[config.mk]
export PLATFORM = sky130hd
export DESIGN_NAME = tl_burst_arbiter_d
export DESIGN_NICKNAME = d
export VERILOG_FILES = /design/src/rtl/tl_burst_arbiter_d.sv
export SDC_FILE = /design/constraint.sdc
export NUM_CORES = 1
export LEC_CHECK = 0
export BUFFER_PORTS_ARGS = -buffer_cell sky130_fd_sc_hd__buf_4
export CORE_AREA = 3 3 96 98
export DETAILED_ROUTE_END_ITERATION = 8
export DIE_AREA = 0 0 99 101
export SKIP_CTS_REPAIR_TIMING = 1
export SYNTH_ARGS = -nofsm -noshare
export SYNTH_HDL_FRONTEND = slang
export SYNTH_SLANG_ARGS = --single-unit
[constraint.sdc]
create_clock -name clk_i -period 11.8 [get_ports clk_i]
set_input_delay 2.36 -clock clk_i [delete_from_list [all_inputs] [get_ports clk_i]]
set_output_delay 2.36 -clock clk_i [all_outputs]
set_load 0.02 [all_outputs]
[src/rtl/tl_burst_arbiter_d.sv]
// Round-robin N-to-1 TileLink D-channel arbiter that locks the grant for multi-beat bursts.
// Define TL_ARB_D_OUT_REG_EN to insert a 2-entry registered skid buffer after the mux.

package tl_arb_d_pkg;
  typedef struct packed {
    logic [2:0]  opcode;
    logic [1:0]  param;
    logic [3:0]  size;
    logic [7:0]  source;
    logic [63:0] data;
  } tl_d_chan_t;
endpackage

module tl_burst_arbiter_d #(
  parameter int  SLAVE_NUM  = 2,
  parameter type DATA_T     = tl_arb_d_pkg::tl_d_chan_t,
  parameter int  BEAT_BYTES = 8,
  parameter int  MAX_SIZE   = 6,
  localparam int SEL_W      = (SLAVE_NUM > 1) ? $clog2(SLAVE_NUM) : 1
) (
  input  logic                 clk_i,
  input  logic                 rst_i,
  input  DATA_T                inp_bits_i [SLAVE_NUM-1:0],
  input  logic [SLAVE_NUM-1:0] inp_valid_i,
  output logic [SLAVE_NUM-1:0] inp_ready_o,
  output DATA_T                oup_bits_o,
  output logic                 oup_valid_o,
  input  logic                 oup_ready_i,
  output logic [SEL_W-1:0]     oup_sel_o,
  output logic                 oup_last_o
);

  localparam int MAX_BEATS  = (2 ** MAX_SIZE) / BEAT_BYTES;
  localparam int CNT_W      = $clog2(MAX_BEATS) + 1;
  localparam int BEAT_SHIFT = $clog2(BEAT_BYTES);

  typedef enum logic [1:0] {IDLE, HOLD, BURST} state_e;

  state_e           state;
  logic [SEL_W-1:0] rr_ptr;
  logic [SEL_W-1:0] grant;
  logic [CNT_W-1:0] beat_cnt;

  logic [SEL_W-1:0] winner;
  logic             any_valid;
  logic [SEL_W-1:0] sel;
  DATA_T            mux_bits;
  logic             mux_valid;
  logic             mux_last;
  logic             mux_ready;
  logic [CNT_W-1:0] beats;
  logic             hs;

  // Only data-carrying opcodes (AccessAckData, GrantData) span more than one beat.
  function automatic logic [CNT_W-1:0] msg_beats(input logic [2:0] opcode, input int size);
    int n;
    n = 1;
    if (opcode == 3'd1 || opcode == 3'd5) begin
      if (size > MAX_SIZE)        n = MAX_BEATS;
      else if (size > BEAT_SHIFT) n = 1 << (size - BEAT_SHIFT);
    end
    return CNT_W'(n);
  endfunction

  function automatic logic [SEL_W-1:0] next_idx(input logic [SEL_W-1:0] idx);
    return (int'(idx) == SLAVE_NUM - 1) ? '0 : idx + 1'b1;
  endfunction

  always_comb begin
    // NOTE: every always_comb output gets a default first so no path can infer a latch.
    winner    = rr_ptr;
    any_valid = 1'b0;
    for (int k = 0; k < SLAVE_NUM; k++) begin
      logic [SEL_W-1:0] idx;
      idx = SEL_W'((int'(rr_ptr) + k) % SLAVE_NUM);
      if (!any_valid && inp_valid_i[idx]) begin
        any_valid = 1'b1;
        winner    = idx;
      end
    end
  end

  // Once a message is presented (HOLD) or a burst is running, only the granted input is visible.
  always_comb begin
    sel       = (state == IDLE) ? winner : grant;
    mux_valid = (state == IDLE) ? any_valid : inp_valid_i[sel];
    if (rst_i) begin
      sel       = '0;
      mux_valid = 1'b0;
    end
    mux_bits = inp_bits_i[sel];
    beats    = msg_beats(mux_bits.opcode, int'(mux_bits.size));
    mux_last = 1'b0;
    if (!rst_i) mux_last = (state == BURST) ? (beat_cnt == CNT_W'(1)) : (beats == CNT_W'(1));
  end

  assign hs = mux_valid & mux_ready;

  always_comb begin
    inp_ready_o      = '0;
    inp_ready_o[sel] = mux_ready & mux_valid;
  end

  // NOTE: sequential state uses non-blocking assignments so all registers update from pre-edge values.
  always_ff @(posedge clk_i) begin
    if (rst_i) begin
      state    <= IDLE;
      rr_ptr   <= '0;
      grant    <= '0;
      beat_cnt <= '0;
    end else begin
      unique case (state)
        IDLE, HOLD: begin
          if (hs) begin
            if (beats == CNT_W'(1)) begin
              rr_ptr <= next_idx(sel);
              state  <= IDLE;
            end else begin
              beat_cnt <= beats - 1'b1;
              grant    <= sel;
              state    <= BURST;
            end
          end else if (mux_valid) begin
            grant <= sel;
            state <= HOLD;
          end
        end
        BURST: begin
          if (hs) begin
            beat_cnt <= beat_cnt - 1'b1;
            if (beat_cnt == CNT_W'(1)) begin
              rr_ptr <= next_idx(grant);
              state  <= IDLE;
            end
          end
        end
        default: state <= IDLE;
      endcase
    end
  end

`ifdef TL_ARB_D_OUT_REG_EN
  DATA_T            buf_bits [2];
  logic             buf_last [2];
  logic [SEL_W-1:0] buf_sel  [2];
  logic             wr_ptr;
  logic             rd_ptr;
  logic [1:0]       count;
  logic             pop;

  // Ready depends only on occupancy, which breaks the oup_ready_i -> inp_ready_o path.
  assign mux_ready = (count != 2'd2);
  assign pop       = oup_valid_o & oup_ready_i;

  always_ff @(posedge clk_i) begin
    if (rst_i) begin
      wr_ptr <= 1'b0;
      rd_ptr <= 1'b0;
      count  <= 2'd0;
    end else begin
      if (hs)  wr_ptr <= ~wr_ptr;
      if (pop) rd_ptr <= ~rd_ptr;
      count <= count + 2'(hs) - 2'(pop);
    end
  end

  // NOTE: buffer storage is not reset; the occupancy count alone decides what is valid.
  always_ff @(posedge clk_i) begin
    if (hs) begin
      buf_bits[wr_ptr] <= mux_bits;
      buf_last[wr_ptr] <= mux_last;
      buf_sel[wr_ptr]  <= sel;
    end
  end

  assign oup_valid_o = (count != 2'd0);
  assign oup_bits_o  = buf_bits[rd_ptr];
  assign oup_last_o  = oup_valid_o & buf_last[rd_ptr];
  assign oup_sel_o   = oup_valid_o ? buf_sel[rd_ptr] : '0;
`else
  assign mux_ready   = oup_ready_i;
  assign oup_valid_o = mux_valid;
  assign oup_bits_o  = mux_bits;
  assign oup_last_o  = mux_last;
  assign oup_sel_o   = sel;
`endif

endmodule

==> results.cfg, run 1 <==
[place]
pre_cts_ws_ns = 3.11
portBuffers = 252
dp_hpwl_mm = 8.50
finalWeightedCongestion = 0.807

[final_layout]
layout_common_cells = buf_4, nand2_1, nor2_1
syn_to_final_growth_pct = 101
nets = 786
nFillCells = 912
final_common_cell = buf_4
antennaDiodeCount = 0
drive_gt1_share_pct = 44.8
area.sequential_um2 = 160
multiInputGateArea_mm2 = 0.00165

[logic_synthesis]
synth.distinct_cells = 48
synth_flop_cell = dfxtp_1
syn-mean-instance-area_um2 = 5.18
synth_top_family_by_area = simple AND/OR/NAND/NOR gates
yosys.area_share.adder_pct = 3.85
synthArstFlopShare_pct = 0
synth_edf_count = 0
synthMuxAreaShare_pct = 2.18
synth_cells = 376
ys_ff_latch = 8
synth_xor_area_share_pct = 0.899
yosys_warnings = 0
synth_compound_area_share_pct = 15.9
syn_area_mm2 = 0.00195
synth-seq-area-share_pct = 8.22
synth_simple_gate_area_share_pct = 61.6
syn_nets = 549

[power]
power_density_mw_per_mm2 = 69.7
ir_drop_uv = 29.6
leakage_nw = 2.26

[worst_setup_path]
setup.worst_path.end = oup_last_o
arrival_ns = 6.37
cp.depth = 17
r2r_start = state[1]$_SDFFE_PP0P_
crit_path_start = inp_valid_i[0]
path_delay_family = simple AND/OR/NAND/NOR gates
crit_type = in2out
crit_buf_inv = 3
slowest_stage = nand2_4
cp-start-kind = input pin
critPathCaptureType = output port
required_ns = 9.44
worst-path-max-fanout = 89
r2r_end = beat_cnt[2]$_SDFFE_PP0P_
cp_cell_sequence = buf_4 -> a21boi_2 -> o41ai_4 -> nand2_4 -> inv_2 -> nand2_1 -> nand2_1 -> ha_1 -> nor2b_1 -> nor3b_1 -> a31oi_1 -> or3_1 -> ha_1 -> nor3b_1 -> a21oi_1 -> nor2_1 -> buf_4
max_stage_delay_ns = 0.54
reg2reg_slack_ns = 7.29
reg2reg_depth = 14

[global_route]
grtUsageTotal_pct = 18.0
grt_pass1_vias = 2980
grt_start_max_net_pins = 90
gr-total-overflow = 0
antenna_found_initial = 0
grt_pass1_wl_mm = 14.9

[clock_tree]
clk_pin_slew_ns = 0.04
cts_tree = built
cts-root-buf = clkbuf_8
cts_made_buffers = 3
clock_latency_ns = 0.23
ctsHtreeMaxLevel = 1
clock_path_buffers = 2
clock-sinks = 8

[sta]
maxSlewHeadroom_pct = 37.7
timing.final.crit_share_pct = 74.0
fin_skew_ns = 0.00424
whs_ns = 0.497
rsz0062_at_grt = no
setup_viol = 0
hold_viol = 0
fmax_ghz = 0.115
finalMaxSlewViolations = 0
fin_crit_ns = 8.73
worst_slack_ns = 3.07
worst_pin_slew_ns = 0.934
tns_ns = 0

[floorplanning]
initial_utilization_pct = 22.8
core_mm2 = 0.00855
die_w_um = 99
rows = 34
dieArea_mm2 = 0.0100
pin_count = 253
die-height_um = 101

[route]
wl_per_cell_um = 14.0
routed_via_density = 4.41
drt_first_pass_iters = 4
vias = 3169
drtIter0Drc = 102
drt-total-wl_mm = 10.0
ant_nets = 0
drc = 0

[outcome]
outcome = complete, no violations

[job]
drv_cap = 0

[min_path]
hp-class = reg2reg
## worst register-to-register path, delay by kind of cell (launching register included)
kind	cells	cell delay (ns)
AOI/OAI and AO/OA	3	0.84
adders and majority gates	2	0.43
buffers and inverters	1	0.61
DFF	1	0.45
and+or+nand+nor	8	2.09
## kinds of logic after synthesis
logic type | after synthesis
AO/OA/AOI/OAI | 32
XOR/XNOR | 2
adder cells (fa/ha/maj) | 6
buffers and inverters | 30
flip-flops | 8
multiplexers | 3
AND/OR/NAND/NOR | 295
## cell usage after synthesis (all sizes together), types with 2 or more instances
cell type  instances  area share (%)
nor2              14             2.7
a221oi             2             1.5
a31oi              2            0.64
nand2            252              49
nand2b             2            0.64
a21oi              6             1.5
and2               3            0.96
nor2b              3            0.96
inv                9             1.7
nand4b             2            0.90
nor3               7             2.1
buf               11             3.5
mux2i              3             2.2
dfxtp              8             8.2
and2b              3             1.3
or3                3            0.96
o21ai              7             2.6
ha                 6             3.9
nor3b              2            0.77
o311ai             3             3.0
a211oi             3             1.4
clkbuf             9             1.7
## layout make-up
| class | instances | area share, % |
|---|---|---|
| Tap cell | 108 | 3.45 |
| Inverter | 9 | 0.863 |
| Timing Repair Buffer | 253 | 48.5 |
| Sequential cell | 8 | 4.09 |
| Multi-Input combinational cell | 338 | 42.0 |
| Clock buffer | 3 | 1.05 |
## sequential cells by signal, indices dropped and copies added, names as in the netlist
signal and count:
state 2, rr_ptr 1, grant 1, beat_cnt 4
## report_power, final
group | internal (W) | leakage, nW | switching, W
clock | 0.0000221 | 0.0216 | 0.0000111
sequential | 0.0000290 | 0.0652 | 0.00000317
combinational | 0.0000975 | 2.18 | 0.000110
total | 0.000149 | 2.26 | 0.000124
## worst min path at each step
stage | start | end | slack [ns] | cells past startpoint
CTS | rr_ptr$_SDFFE_PP0P_ | rr_ptr$_SDFFE_PP0P_ | 0.49 | 2
global route | rr_ptr$_SDFFE_PP0P_ | rr_ptr$_SDFFE_PP0P_ | 0.52 | 2
global placement | rr_ptr$_SDFFE_PP0P_ | rr_ptr$_SDFFE_PP0P_ | 0.50 | 2
finish | rr_ptr$_SDFFE_PP0P_ | rr_ptr$_SDFFE_PP0P_ | 0.50 | 2
detailed placement | rr_ptr$_SDFFE_PP0P_ | rr_ptr$_SDFFE_PP0P_ | 0.49 | 2
floorplan | rr_ptr$_SDFFE_PP0P_ | rr_ptr$_SDFFE_PP0P_ | 0.46 | 2
## per-layer routing
metal,part of all wire (%),GRT usage [%]
met5,0,0
met4,1.5,3.36
met3,6.4,3.46
met2,53,33.0
met1,39,22.0
## metrics by stage
| stage | power [W] | cell area [um2] | utilization (%) | std cells |
|---|---|---|---|---|
| global route | 0.000292 | 3920 | 45.8 | 719 |
| CTS | 0.000276 | 3920 | 45.8 | 719 |
| global placement | 0.000240 | 3870 | 45.3 | 716 |
| finish | 0.000273 | 3920 | 45.8 | 719 |
| floorplan | 0.000137 | 1950 | - | 376 |
| detailed placement | 0.000242 | 3870 | 45.3 | 716 |
Power figures use the tool's default switching activity.
==> run 2: changes to the inputs <==
--- a/config.mk
+++ b/config.mk
@@ -5,10 +5,11 @@
 export SDC_FILE = /design/constraint.sdc
 export NUM_CORES = 1
 export LEC_CHECK = 0
+export ABC_AREA = 1
 export BUFFER_PORTS_ARGS = -buffer_cell sky130_fd_sc_hd__buf_4
-export CORE_AREA = 3 3 96 98
+export CORE_AREA = 3 3 97 99
 export DETAILED_ROUTE_END_ITERATION = 8
-export DIE_AREA = 0 0 99 101
+export DIE_AREA = 0 0 100 102
 export SKIP_CTS_REPAIR_TIMING = 1
 export SYNTH_ARGS = -nofsm -noshare
 export SYNTH_HDL_FRONTEND = slang
==> constraint.sdc (replaced) <==
create_clock -name clk_i -period 8.3 [get_ports clk_i]
set_input_delay 1.66 -clock clk_i [delete_from_list [all_inputs] [get_ports clk_i]]
set_output_delay 1.66 -clock clk_i [all_outputs]
set_load 0.02 [all_outputs]
==> results.cfg, run 2 <==
[floorplanning]
die-height_um = 102
initial_utilization_pct = 22.3
dieArea_mm2 = 0.0102
die_w_um = 100
core_mm2 = 0.00864
pin_count = 253
rows = 34

[route]
drtIter0Drc = 83
ant_nets = 0
routed_via_density = 4.20
vias = 3201
drc = 0
drt_first_pass_iters = 4
drt-total-wl_mm = 10.2
wl_per_cell_um = 13.4

[place]
dp_hpwl_mm = 8.83
pre_cts_ws_ns = 1.96
finalWeightedCongestion = 0.883
portBuffers = 252
dp_cells = 759

[logic_synthesis]
synthArstFlopShare_pct = 0
yosys_warnings = 0
ys_ff_latch = 8
synth_cells = 416
syn_area_mm2 = 0.00193
syn_nets = 589
synth_edf_count = 0
yosys-top-cells-area = nand2_1, dfxtp_1, inv_1
yosysMostFrequentCell = nand2_1
synth_commonest_cells = nand2_1, inv_1, nor2_1
synth.distinct_cells = 25
synth_top_area_share_pct = 52.0
synth-seq-area-share_pct = 8.32
synth_flop_cell = dfxtp_1
syn-mean-instance-area_um2 = 4.63
yosysTopAreaCell = nand2_1

[power]
ir_drop_uv = 37.8
leakage_nw = 2.45
power_density_mw_per_mm2 = 100

[sta]
finalMaxSlewViolations = 0
tns_ns = 0
fmax_ghz = 0.158
worst_pin_slew_ns = 0.902
worst_slack_ns = 1.99
fin_crit_ns = 6.31
timing.final.crit_share_pct = 76.0
fin_skew_ns = 0.00441
hold_viol = 0
maxSlewHeadroom_pct = 39.9
setup_viol = 0
rsz0062_at_grt = no
whs_ns = 0.502

[final_layout]
antennaDiodeCount = 0
regMostFlops = beat_cnt
syn_to_final_growth_pct = 104
final_core_util_pct = 45.5
top_regs = beat_cnt (4), state (2)
largest_register_ffs = 4
layout_common_cells = nand2_1, buf_4, inv_1
final_common_cell = nand2_1
layout.cells.non_filler = 762
drive_gt1_share_pct = 43.3
nets = 829
nFillCells = 931

[outcome]
outcome = complete, no violations

[clock_tree]
cts-root-buf = clkbuf_8
clock-sinks = 8
clock_latency_ns = 0.23
clock_path_buffers = 2
ctsHtreeMaxLevel = 1
clk_pin_slew_ns = 0.04
cts_tree = built
cts_made_buffers = 3

[worst_setup_path]
crit_type = in2out
reg2reg_slack_ns = 5.04
arrival_ns = 4.65
worst-path-max-fanout = 87
cp-start-kind = input pin
critPathCaptureType = output port
required_ns = 6.64

[min_path]
hp-class = reg2reg

[global_route]
grt_pass1_vias = 3030
grt_start_max_net_pins = 88
antenna_found_initial = 0
grtUsageTotal_pct = 18.4
gr-total-overflow = 0
grt_pass1_wl_mm = 15.1

[job]
drv_cap = 0
[run 2: changes by cell type after synthesis, sizes merged, moves of 5 or more]
cell	delta
buf	-7
inv	+22
nor3	-5
nor2	+13
nand2	+32
clkbuf	+5
nand3	+19
[run 2: path summary, 6_finish.rpt]
kind,startpoint,end,depth (start not counted)
hold reg to reg,state[0]$_SDFFE_PP0P_,state[0]$_SDFFE_PP0P_,2
setup / recovery,rst_i,oup_last_o,21
hold / removal,state[0]$_SDFFE_PP0P_,state[0]$_SDFFE_PP0P_,2
setup reg to reg,state[1]$_SDFFE_PP0P_,beat_cnt[3]$_SDFFE_PP0P_,25
[run 2: area by class of cell]
| cell class | count | area, um2 | share of cell area, % |
|---|---|---|---|
| sequential | 8 | 160 | 4.08 |
| timing repair buffer | 253 | 1900 | 48.4 |
| multi-input combinational | 358 | 1570 | 40.0 |
| tap | 108 | 135 | 3.44 |
| inverter | 32 | 120 | 3.06 |
| clock buffer | 3 | 41.3 | 1.05 |
[run 2: stage by stage]
stage | instance area (um2) | total power [W]
6_report | 3930 | 0.000393
5_1_grt | 3930 | 0.000423
4_1_cts | 3930 | 0.000397
3_5_place_dp | 3880 | 0.000348
3_3_place_gp | 3880 | 0.000345
2_1_floorplan | 1930 | 0.000198
[run 2: logic make-up (layout without fill, tap and decap cells)]
group	after synthesis	count (layout)	share of synthesized area, %
AND/OR/NAND/NOR	335	335	73.0
adder cells (fa/ha/maj)	6	6	3.90
flip-flops	8	8	8.32
XOR/XNOR	1	1	0.455
buffers and inverters	50	288	10.2
AO/OA/AOI/OAI	16	16	4.16
[run 2: where the power goes]
| part | switching [W] | internal (W) |
|---|---|---|
| Sequential | 0.00000200 | 0.0000412 |
| Combinational | 0.000165 | 0.000137 |
| Clock | 0.0000163 | 0.0000315 |
[run 2: layer usage]
layer  wire (um)  vias to the layer above  share of wire, %  GRT usage, %
li1            -                     1722                 -             -
met1        3840                     1357                38          20.6
met2        5440                      111                53          35.4
met3         840                       11               8.2          5.39
met4         117                        0               1.1          2.18
met5           0                        -                 0             0
[run 2: critical path: stages]
cell and delay, ns:
buf_4 0.12, inv_1 0.36, nand2_4 0.56, nand2_4 0.24
nand2_4 0.09, ha_1 0.20, inv_1 0.05, nand3_1 0.08
nand2_1 0.10, inv_1 0.04, nand2_1 0.06, nand2_1 0.08
nand4_1 0.13, ha_1 0.16, inv_1 0.04, nor2_1 0.11
nand2_2 0.09, nand2_1 0.06, nand2_1 0.06, a21oi_1 0.16
buf_4 0.16
